==> config.mk <==
export PLATFORM = sky130hd
export DESIGN_NAME = mtr_drv_pwm
export DESIGN_NICKNAME = d
export VERILOG_FILES = /design/src/rtl/mtr_drv_pwm.sv
export SDC_FILE = /design/constraint.sdc
export NUM_CORES = 1
export LEC_CHECK = 0
export BUFFER_PORTS_ARGS = -buffer_cell sky130_fd_sc_hd__buf_4
export CAP_MARGIN = 20
export CORE_MARGIN = 2
export CORE_UTILIZATION = 40
export CTS_CLUSTER_SIZE = 16
export DETAILED_ROUTE_END_ITERATION = 6
export GPL_TIMING_DRIVEN = 0
export HOLD_SLACK_MARGIN = 0.06
export PLACE_DENSITY = 0.72
export SLEW_MARGIN = 20
export SYNTH_ARGS = -nofsm -noshare
export SYNTH_HDL_FRONTEND = slang
export SYNTH_SLANG_ARGS = --single-unit
==> constraint.sdc <==
create_clock -name clk -period 1.8 [get_ports clk]
set_input_delay 0 -clock clk [delete_from_list [all_inputs] [get_ports clk]]
set_output_delay 0 -clock clk [all_outputs]
set_load 0.03 [all_outputs]
==> src/rtl/mtr_drv_pwm.sv <==
// mtr_drv_pwm: dual-channel complementary PWM H-bridge driver with dead time and period-aligned speed updates
//   clk        system clock
//   rst_n      synchronous active-low reset
//   en         drive enable; low forces all PWM outputs low and restarts dead time
//   lft_spd    signed left wheel speed
//   rght_spd   signed right wheel speed
//   lftPWM1/2  left high-side / low-side drive
//   rghtPWM1/2 right high-side / low-side drive
//   prd_done   high in the cycle where the period counter is at its last count
module mtr_drv_pwm #(
    parameter int PWM_BITS   = 11,
    parameter int NONOVERLAP = 32
) (
    input  logic                clk,
    input  logic                rst_n,
    input  logic                en,
    input  logic [PWM_BITS-1:0] lft_spd,
    input  logic [PWM_BITS-1:0] rght_spd,
    output logic                lftPWM1,
    output logic                lftPWM2,
    output logic                rghtPWM1,
    output logic                rghtPWM2,
    output logic                prd_done
);
    localparam int SW = $clog2(NONOVERLAP + 1);
    localparam logic [SW-1:0] NO = SW'(NONOVERLAP);
    logic [PWM_BITS-1:0] cnt;
    logic [PWM_BITS-1:0] spd [2];
    assign spd[0]   = lft_spd;
    assign spd[1]   = rght_spd;
    assign prd_done = &cnt;
    always_ff @(posedge clk)
        cnt <= rst_n ? cnt + 1'b1 : '0;
    for (genvar c = 0; c < 2; c++) begin : g_ch
        logic [PWM_BITS-1:0] duty;
        logic [SW-1:0]       stb;
        logic                raw, raw_nxt, p1, p2;
        assign raw_nxt = cnt < duty;
        always_ff @(posedge clk)
            if (!rst_n) begin
                duty <= {1'b1, {(PWM_BITS-1){1'b0}}};
                raw  <= 1'b0;
                stb  <= '0;
                p1   <= 1'b0;
                p2   <= 1'b0;
            end else begin
                // offset binary: flipping the sign bit maps -1024..1023 onto 0..2047
                if (prd_done) duty <= {~spd[c][PWM_BITS-1], spd[c][PWM_BITS-2:0]};
                raw <= raw_nxt;
                // dead-time counter restarts on every raw edge and is held clear while disabled
                stb <= (!en || raw_nxt != raw) ? '0 : (stb == NO) ? stb : stb + 1'b1;
                p1  <= en & raw & (stb >= NO);
                p2  <= en & ~raw & (stb >= NO);
            end
    end
    assign lftPWM1  = g_ch[0].p1;
    assign lftPWM2  = g_ch[0].p2;
    assign rghtPWM1 = g_ch[1].p1;
    assign rghtPWM2 = g_ch[1].p2;
endmodule

==> impl_metrics.json, run 1 <==
{
  "final_antenna_net_count": 0,
  "finalWirelength_um": 6240,
  "top_usage_layer": "met2",
  "hold_viol": 0,
  "grt_pass1_wl_um": 10100,
  "fin_area_mm2": 0.00377,
  "multiInputGateArea_mm2": 0.00179,
  "antenna_found_initial": 0,
  "p_sw_share_pct": 22.7,
  "worst_setup_path_start_kind": "register",
  "cp.arrival_ns": 2.03,
  "met2_usage_pct": 30.0,
  "drive_gt1_share_pct": 33.0,
  "dieArea_mm2": 0.00734,
  "syn_nets": 369,
  "worstHoldPathCells": 5,
  "grt_util_met3_pct": 3.18,
  "p_per_area_mw_per_mm2": 582,
  "area_growth_pct": 41.4,
  "routedWlPerCell_um": 13.3,
  "tightest_slew_ns": 0.440,
  "whs_endpoint": "rghtPWM2",
  "io_pins": 30,
  "cp-end-kind": "register",
  "dpl.hpwl_um": 3930,
  "fin_hold_ws_ns": 0.220,
  "vias_per_cell": 5.15,
  "dp_slack_ns": -0.173,
  "core_area_mm2": 0.00639,
  "path_max_fanout": 6,
  "grt_pass1_vias": 2241,
  "syn_area_mm2": 0.00267,
  "place_congestion": 0.782,
  "drt_iter0_markers": 42,
  "dpl_cell_area_mm2": 0.00298,
  "seq_area_mm2": 0.00107,
  "synth_edf_count": 0,
  "p_sw_mw": 0.498,
  "syn_avg_cell_area_um2": 8.36,
  "dr.pass1.iters": 4,
  "finalPower_mw": 2.20,
  "critical_path_buf_inv_count": 0,
  "final-max-slew-violation-count": 0,
  "asyncSetResetFlopFracSynth_pct": 0,
  "power_frac_clock_pct": 39.2,
  "crit_required_ns": 1.99,
  "die_w_um": 85.6,
  "rsz0062_at_grt": "true",
  "leakage_nw": 1.61,
  "rows": 29,
  "ys.flop_type": "dfxtp_1",
  "initial_core_util_pct": 41.8,
  "hp-start": "en",
  "yosysSeqAreaShare_pct": 38.3,
  "ir_drop_uv": 452,
  "grt-ovfl-total": 0,
  "setup_slack_ns": -0.0336,
  "fillers": 538,
  "yosysUniqueCellTypes": 36,
  "grt_use_total_pct": 16.8,
  "cts.reportedPaths.clkPinSlew_ns": 0.11,
  "cts_buffers": 5,
  "worstPathCellList": "ha_4 -> a21oi_1 -> o21ai_1 -> a21o_1 -> nor2_4 -> mux2_2",
  "cts_sinks": 51,
  "use_met1_pct": 21.0,
  "r2r_slack_ns": -0.03,
  "reg2reg_to": "g_ch[0].stb[0]",
  "grt_max_degree": 17,
  "status": "finished, violations left",
  "path_delay_family": "compound AO/OA/AOI/OAI gates",
  "vias": 2409,
  "synth_warnings": 0,
  "comb_power_share_pct": 8.6,
  "worstRegToRegCells": 6,
  "relSlewSlack_pct": 70.7,
  "clock_path_buffers": 2,
  "cpMaxStageDelayCell": "dfxtp_4",
  "max_stage_delay_ns": 0.38,
  "clock_skew_ns": 0.0151,
  "fin_crit_ns": 1.83,
  "htreeDepth": 2,
  "p_int_mw": 1.70,
  "setup_viol": 5,
  "finalCritPeriodShare_pct": 102,
  "layout_common_cells": "nand3_1 (49), buf_4 (42), nand2_1 (40)",
  "max_freq_mhz": 545,
  "netlist_instances": 319,
  "drc_errors": 0,
  "fin_nets": 440,
  "final_common_cell": "nand3_1",
  "root_buffer": "clkbuf_8",
  "p_seq_share_pct": 52.2,
  "die-height_um": 85.6,
  "cts_tree": "yes",
  "hp-class": "in2reg",
  "numPortBuffers": 29,
  "diodes": 0,
  "insertion_delay_ns": 0.31,
  "failed_checks": "setup timing",
  "synth_seq_cells": 51,
  "max-cap-violations": 0,
  "path_class": "reg2reg",
  "r2r_start": "cnt[10]"
}
[registers in the layout (all words and copies together) (netlist names)]
name and count:
g_ch.raw 2, cnt 11, lftPWM1 1, lftPWM2 1
g_ch.stb 12, g_ch.duty 22, rghtPWM2 1, rghtPWM1 1
[per-stage QoR]
stage	TNS, ns	util (%)	std cells
floorplan	0	-	319
global placement	-0.653	46.7	425
detailed placement	-1.21	46.7	425
CTS	0	54.9	461
global route	-0.851	59.0	468
finish	-0.153	59.0	468
[worst reg2reg max path, cell delays in order, from the launching register on]
cell and delay [ns]:
dfxtp_4 0.38, ha_4 0.25, a21oi_1 0.19, o21ai_1 0.12
a21o_1 0.22, nor2_4 0.20, mux2_2 0.36
[cells in the mapped netlist, types with 2 or more instances]
master / number / area [um2]
nor2_1: 10 / 37.5
nor2_2: 2 / 12.5
mux2_2: 5 / 56.3
nor3_1: 2 / 10.0
and2_1: 10 / 62.6
xnor2_1: 9 / 78.8
inv_1: 24 / 90.1
nand4_1: 4 / 25.0
clkbuf_1: 5 / 18.8
ha_1: 25 / 313
o31ai_1: 6 / 45.0
nor4b_1: 2 / 17.5
xor2_1: 7 / 61.3
nor2b_1: 5 / 31.3
nand2b_1: 4 / 25.0
dfxtp_1: 51 / 1020
or3_1: 3 / 18.8
nand3_1: 49 / 245
a21o_1: 2 / 15.0
and3_1: 7 / 43.8
or4_1: 6 / 45.0
a21oi_1: 16 / 80.1
a31oi_1: 2 / 12.5
buf_4: 2 / 15.0
mux2i_1: 2 / 20.0
buf_2: 3 / 15.0
nand2_1: 40 / 150
o21ai_1: 4 / 20.0
o21ai_0: 5 / 25.0
[kinds of logic after synthesis]
group	after synthesis	synth area share, %
fa+ha+maj	25	11.7
mux	8	3.28
simple gates	147	28.2
flops	51	38.3
xor+xnor	16	5.26
buf+inv	36	5.49
compound gates	36	7.70
[power groups by stage]
stage	logic [mW]	clock network (mW)	registers (mW)
floorplan	0.0625	0	1.18
global placement	0.117	0	1.18
detailed placement	0.122	0	1.18
CTS	0.174	0.875	1.15
global route	0.208	0.917	1.15
finish	0.189	0.861	1.15
[per-layer routing]
layer  share of wire (%)  up-vias
met1                  45     1129
met3                 3.0       10
met4                 1.1        0
met2                  51       37
li1                    -     1233
met5                   0        -
[worst max path at each step]
stage	from	to	slack, ns	cells after the start
4_1_cts	cnt[4]	g_ch[0].stb[4]	0.004	6
2_1_floorplan	cnt[9]	g_ch[0].stb[0]	0.09	6
5_1_grt	g_ch[0].duty[10]	g_ch[0].stb[5]	-0.12	7
3_3_place_gp	cnt[2]	g_ch[1].stb[5]	-0.11	6
6_report	cnt[10]	g_ch[0].stb[0]	-0.03	6
3_5_place_dp	cnt[2]	g_ch[1].stb[2]	-0.17	6
[layout make-up]
class | instances | share of cell area, %
Buffer | 11 | 1.39
Clock buffer | 6 | 2.19
Clock inverter | 2 | 1.03
Inverter | 25 | 2.49
Multi-Input combinational cell | 232 | 47.4
Sequential cell | 51 | 28.5
Tap cell | 77 | 2.56
Timing Repair Buffer | 64 | 14.4
[timing repair]
action | 4_1_cts | 5_1_grt
cloned | 0 | 0
setup buffers | 6 | 7
hold buffers | 22 | 0
pin swaps | 16 | 7
hold endpoints to repair | 22 | 0
gates resized for setup | 33 | 54
endpoints found under the setup margin | 13 | 13
Power figures use the tool's default switching activity.
==> run 2: changes to the inputs <==
--- a/config.mk
+++ b/config.mk
@@ -7,13 +7,12 @@
 export LEC_CHECK = 0
 export BUFFER_PORTS_ARGS = -buffer_cell sky130_fd_sc_hd__buf_4
 export CAP_MARGIN = 20
-export CORE_MARGIN = 2
 export CORE_UTILIZATION = 40
 export CTS_CLUSTER_SIZE = 16
 export DETAILED_ROUTE_END_ITERATION = 6
 export GPL_TIMING_DRIVEN = 0
 export HOLD_SLACK_MARGIN = 0.06
-export PLACE_DENSITY = 0.72
+export PLACE_DENSITY_LB_ADDON = 0.12
 export SLEW_MARGIN = 20
 export SYNTH_ARGS = -nofsm -noshare
 export SYNTH_HDL_FRONTEND = slang
==> run 2 against run 1 <==
Compared with the run above: sequential share of layout area is 1.0 points higher; die area is 4.6% lower; final cell count is 1.7% lower; the flow now finishes without violations; clock skew is 0.0092 ns lower; fmax is 3.4% higher; combinational power is 7% lower; critical path depth stayed put; register-to-register slack better by 0.06 ns; worst hold slack hardly changed; core utilization is 2.5 points lower; via count is 2.5% lower; critical endpoint is now g_ch[0].stb[2]; largest cell class unchanged.
==> impl_metrics.json, run 2 (synthesis results as in run 1) <==
{
  "status": "complete, no violations",
  "layout_common_cells": "nand3_1 (49), nand2_1 (40), buf_4 (37)",
  "grt_pass1_vias": 2130,
  "clock_path_buffers": 2,
  "cts.reportedPaths.clkPinSlew_ns": 0.08,
  "grt-ovfl-total": 0,
  "fin_crit_ns": 1.77,
  "hp-start": "en",
  "diodes": 0,
  "dp_slack_ns": -0.117,
  "largest_register": "g_ch.duty",
  "cts_buffers": 5,
  "worstRegToRegCells": 6,
  "relSlewSlack_pct": 68.6,
  "drc_errors": 0,
  "setup_viol": 0,
  "p_per_area_mw_per_mm2": 536,
  "hold_viol": 0,
  "dpl.hpwl_um": 3970,
  "cts_sinks": 51,
  "largest_reg_flops": 22,
  "dieArea_mm2": 0.00700,
  "r2r_slack_ns": 0.03,
  "worstHoldPathCells": 5,
  "reg_top3": "g_ch.duty: 22 flops, g_ch.stb: 12 flops, cnt: 11 flops",
  "fin_area_mm2": 0.00361,
  "cts_tree": "yes",
  "place_congestion": 0.741,
  "numPortBuffers": 29,
  "dpl_cell_area_mm2": 0.00298,
  "final-max-slew-violation-count": 0,
  "path_class": "reg2reg",
  "root_buffer": "clkbuf_8",
  "grt_use_total_pct": 16.8,
  "ir_drop_uv": 274,
  "finalWirelength_um": 5690,
  "dr.pass1.iters": 4,
  "crit_required_ns": 1.99,
  "fin_nets": 434,
  "max_freq_mhz": 564,
  "cp.arrival_ns": 1.97,
  "die-height_um": 83.6,
  "setup_slack_ns": 0.0267,
  "final_antenna_net_count": 0,
  "initial_core_util_pct": 41.8,
  "grt_pass1_wl_um": 9560,
  "routedWlPerCell_um": 12.4,
  "final.setup.tns_ns": 0,
  "core_area_mm2": 0.00639,
  "rows": 29,
  "io_pins": 30,
  "fin_util_pct": 56.5,
  "path_max_fanout": 6,
  "reg2reg_to": "g_ch[0].stb[2]",
  "drt_iter0_markers": 42,
  "htreeDepth": 2,
  "vias_per_cell": 5.11,
  "insertion_delay_ns": 0.30,
  "drive_gt1_share_pct": 28.2,
  "leakage_nw": 1.55,
  "r2r_start": "cnt[8]",
  "finalPower_mw": 1.94,
  "die_w_um": 83.6,
  "grt_max_degree": 14,
  "whs_endpoint": "rghtPWM2",
  "max-cap-violations": 0,
  "area_growth_pct": 35.4,
  "clock_skew_ns": 0.00587,
  "final_common_cell": "nand3_1",
  "vias": 2349,
  "worst_setup_path_start_kind": "register",
  "hp-class": "in2reg",
  "finalCritPeriodShare_pct": 98.5,
  "antenna_found_initial": 0,
  "rsz0062_at_grt": "true",
  "tightest_slew_ns": 0.471,
  "cp-end-kind": "register"
}
## run 2: cell types whose count changed in the layout (fill, tap and decap cells not counted), moves of 3 or more
| cell | previous run | this run |
|---|---|---|
| ha_1 | 10 | 14 |
| dfxtp_1 | 26 | 29 |
| mux2_4 | 4 | 1 |
| ha_4 | 13 | 10 |
| buf_4 | 42 | 37 |
| inv_1 | 18 | 22 |
| inv_2 | 7 | 2 |
## run 2: area by class of cell
type,instances,area [um2]
buffer,11,52.6
clock buffer,6,72.6
fill,602,2780
inverter,25,96.3
multi-input combinational,232,1730
sequential,51,1070
tap,77,96.3
timing repair buffer,58,494
## run 2: worst max-delay path, stage by stage, from the launching register on
cell and delay, ns:
dfxtp_2 0.36, ha_1 0.31, a21oi_1 0.13, o21ai_1 0.10, a21o_1 0.23, nor2_4 0.18
mux2_2 0.35
## run 2: worst max path at each step
stage / startpoint / endpoint / slack [ns] / cells after the start
2_1_floorplan: cnt[9] / g_ch[0].stb[0] / 0.09 / 6
3_3_place_gp: cnt[2] / g_ch[1].stb[0] / -0.12 / 6
3_5_place_dp: cnt[6] / g_ch[1].stb[2] / -0.12 / 6
4_1_cts: cnt[10] / g_ch[0].stb[3] / -0.05 / 6
5_1_grt: cnt[10] / g_ch[0].stb[2] / -0.06 / 6
6_report: cnt[8] / g_ch[0].stb[2] / 0.03 / 6
## run 2: power breakdown
part,internal [mW],switching [mW]
sequential,1.13,0.0172
clock,0.260,0.352
combinational,0.104,0.0711
total,1.50,0.441
## run 2: per-layer routing
| layer | global-route usage, % | routed length (um) |
|---|---|---|
| met5 | 0 | 0 |
| met4 | 4.62 | 53 |
| met3 | 3.96 | 149 |
| met2 | 28.6 | 2840 |
| met1 | 21.1 | 2650 |
## run 2: stage by stage
stage          instances  hold slack [ns]
2_1_floorplan        319            0.130
3_3_place_gp         425            0.213
3_5_place_dp         425            0.217
4_1_cts              454            0.219
5_1_grt              460            0.253
6_report             460            0.219
## run 2: repair_timing
| action | in CTS | in global routing |
|---|---|---|
| resized for setup | 14 | 56 |
| hold endpoints to repair | 22 | 0 |
| hold buffers | 22 | 0 |
| pin swaps | 1 | 16 |
| buffers inserted | 1 | 6 |
| setup endpoints to repair | 13 | 13 |
==> run 3: changes to the inputs <==
--- a/config.mk
+++ b/config.mk
@@ -5,6 +5,7 @@
 export SDC_FILE = /design/constraint.sdc
 export NUM_CORES = 1
 export LEC_CHECK = 0
+export ABC_CLOCK_PERIOD_IN_PS = 2100
 export BUFFER_PORTS_ARGS = -buffer_cell sky130_fd_sc_hd__buf_4
 export CAP_MARGIN = 20
 export CORE_UTILIZATION = 40
==> constraint.sdc (replaced) <==
create_clock -name clk -period 2.1 [get_ports clk]
set_input_delay 0 -clock clk [delete_from_list [all_inputs] [get_ports clk]]
set_output_delay 0 -clock clk [all_outputs]
set_load 0.03 [all_outputs]
==> run 3 against run 2 <==
Compared with the run above: clock skew hardly changed; non-clock buffer count is 7 lower; clock-buffer cell count stayed put; final cell count is 1.5% lower; sequential share of layout area is 1.6 points higher; fmax is 8.5% lower; routed wire length is 6.4% lower; via count is 3.1% lower; die area stayed put; global-route usage is 0.19 points lower; register-to-register slack better by 0.14 ns; flip-flop and latch count stayed put; largest cell class unchanged.
==> impl_metrics.json, run 3 (synthesis results as in run 1) <==
{
  "status": "complete, no violations",
  "p_per_area_mw_per_mm2": 505,
  "grt-ovfl-total": 0,
  "drc_errors": 0,
  "hold_viol": 0,
  "largest_reg_flops": 22,
  "max-cap-violations": 0,
  "wl_met2_um": 2540,
  "met1_length_um": 2600,
  "insertion_delay_ns": 0.30,
  "initial_core_util_pct": 41.8,
  "vias_per_cell": 5.02,
  "drt_iter0_markers": 55,
  "area_growth_pct": 23.0,
  "largest_register": "g_ch.duty",
  "vias": 2276,
  "numPortBuffers": 29,
  "placed_cells_incl_taps": 425,
  "cp-end-kind": "register",
  "worstSetupEndpoint": "g_ch[0].stb[2]",
  "final_common_cell": "dfxtp_1",
  "hp-start": "en",
  "dr_wl_met3_um": 135,
  "crit_start": "cnt[9]",
  "die-height_um": 83.6,
  "worst_setup_path_start_kind": "register",
  "final-max-slew-violation-count": 0,
  "root_buffer": "clkbuf_8",
  "relSlewSlack_pct": 68.9,
  "crit_required_ns": 2.29,
  "die_w_um": 83.6,
  "final_antenna_net_count": 0,
  "grt_use_total_pct": 16.6,
  "reg2reg_to": "g_ch[0].stb[2]",
  "cts_setup_buffers": 0,
  "dieArea_mm2": 0.00700,
  "routedWlPerCell_um": 11.8,
  "core_area_mm2": 0.00639,
  "finalCritPeriodShare_pct": 92.3,
  "r2r_start": "cnt[9]",
  "max_freq_mhz": 516,
  "place_congestion": 0.741,
  "htreeDepth": 2,
  "clock_skew_ns": 0.00584,
  "dpl.hpwl_um": 3970,
  "hp-class": "in2reg",
  "rows": 29,
  "antenna_found_initial": 0,
  "cts_tree": "yes",
  "reg_top3": "g_ch.duty: 22 flops, g_ch.stb: 12 flops, cnt: 11 flops",
  "cts_buffers": 5,
  "rsz0062_at_grt": "false",
  "diodes": 0,
  "worstRegToRegCells": 6,
  "grt_max_degree": 14,
  "io_pins": 30,
  "fin_nets": 427,
  "ir_drop_uv": 241,
  "routed.top_layer": "met4",
  "fin_crit_ns": 1.94,
  "tightest_slew_ns": 0.466,
  "setup_viol": 0,
  "leakage_nw": 1.46,
  "cts.reportedPaths.clkPinSlew_ns": 0.09,
  "clock_path_buffers": 2,
  "dr.pass1.iters": 4,
  "drive_gt1_share_pct": 13.3,
  "finalWirelength_um": 5330,
  "path_max_fanout": 6,
  "grt_pass1_vias": 2087,
  "layout_common_cells": "dfxtp_1 (50), nand3_1 (49), nand2_1 (40)",
  "final.setup.tns_ns": 0,
  "grt_pass1_wl_um": 9440,
  "cp.arrival_ns": 2.13,
  "finalNonFillerCells": 453,
  "cts_sinks": 51,
  "fillers": 628,
  "path_class": "reg2reg",
  "r2r_slack_ns": 0.16
}
[run 3: cell count changes in the layout (fill, tap and decap cells not counted), moves of 7 or more]
| cell | previous run | this run |
|---|---|---|
| ha_1 | 14 | 25 |
| a21oi_2 | 7 | 0 |
| a21oi_1 | 9 | 16 |
| dfxtp_1 | 29 | 50 |
| dfxtp_4 | 7 | 0 |
| ha_4 | 10 | 0 |
| dfxtp_2 | 15 | 1 |
[run 3: how the worst min path moves through the flow]
stage,slack [ns],cells past startpoint,to
2_1_floorplan,0.13,2,g_ch[0].duty[0]
3_3_place_gp,0.21,3,g_ch[1].duty[0]
3_5_place_dp,0.22,3,g_ch[1].duty[2]
4_1_cts,0.22,5,rghtPWM2
5_1_grt,0.25,5,rghtPWM2
6_report,0.22,5,rghtPWM2
[run 3: power by group]
| group | internal [mW] | total [mW] | switching (mW) | leakage (nW) |
|---|---|---|---|---|
| clock network | 0.223 | 0.531 | 0.308 | 0.0371 |
| logic | 0.0806 | 0.136 | 0.0559 | 1.01 |
| registers | 0.975 | 0.989 | 0.0132 | 0.413 |
[run 3: repair_timing]
item	4_1_cts	5_1_grt
resized for setup	0	2
hold buffers	22	0
setup endpoints to repair	0	3
endpoints found under the hold margin	22	0
[run 3: layer usage]
| metal | track usage [%] | vias to the layer above |
|---|---|---|
| li1 | - | 1207 |
| met4 | 4.62 | 0 |
| met2 | 27.9 | 29 |
| met5 | 0 | - |
| met3 | 3.96 | 4 |
| met1 | 21.1 | 1036 |
[run 3: worst max-delay path, stage by stage, from the launching register on]
cell	delay (ns)
dfxtp_1	0.45
ha_1	0.28
nand4_1	0.15
nor3_1	0.09
a21o_1	0.23
nor2_2	0.26
mux2_2	0.37
[run 3: metrics by stage]
step	instance area (um2)	worst slack, ns	total power, mW	hold WS (ns)	util, %
2_1_floorplan	2670	0.385	1.06	0.130	-
3_3_place_gp	2980	0.178	1.11	0.213	46.7
3_5_place_dp	2980	0.183	1.12	0.217	46.7
4_1_cts	3270	0.150	1.67	0.219	51.3
5_1_grt	3280	0.0213	1.74	0.254	51.4
6_report	3280	0.162	1.66	0.217	51.4
[run 3: layout make-up]
type                    instances  area [um2]  share of cell area (%)
multi-input cells             232        1500                    45.9
flip-flops and latches         51        1020                    31.2
repair buffers                 51         438                    13.4
well taps                      77        96.3                    2.94
inverters                      25        93.8                    2.86
clock buffers                   6        72.6                    2.21
plain buffers                  11        52.6                    1.60
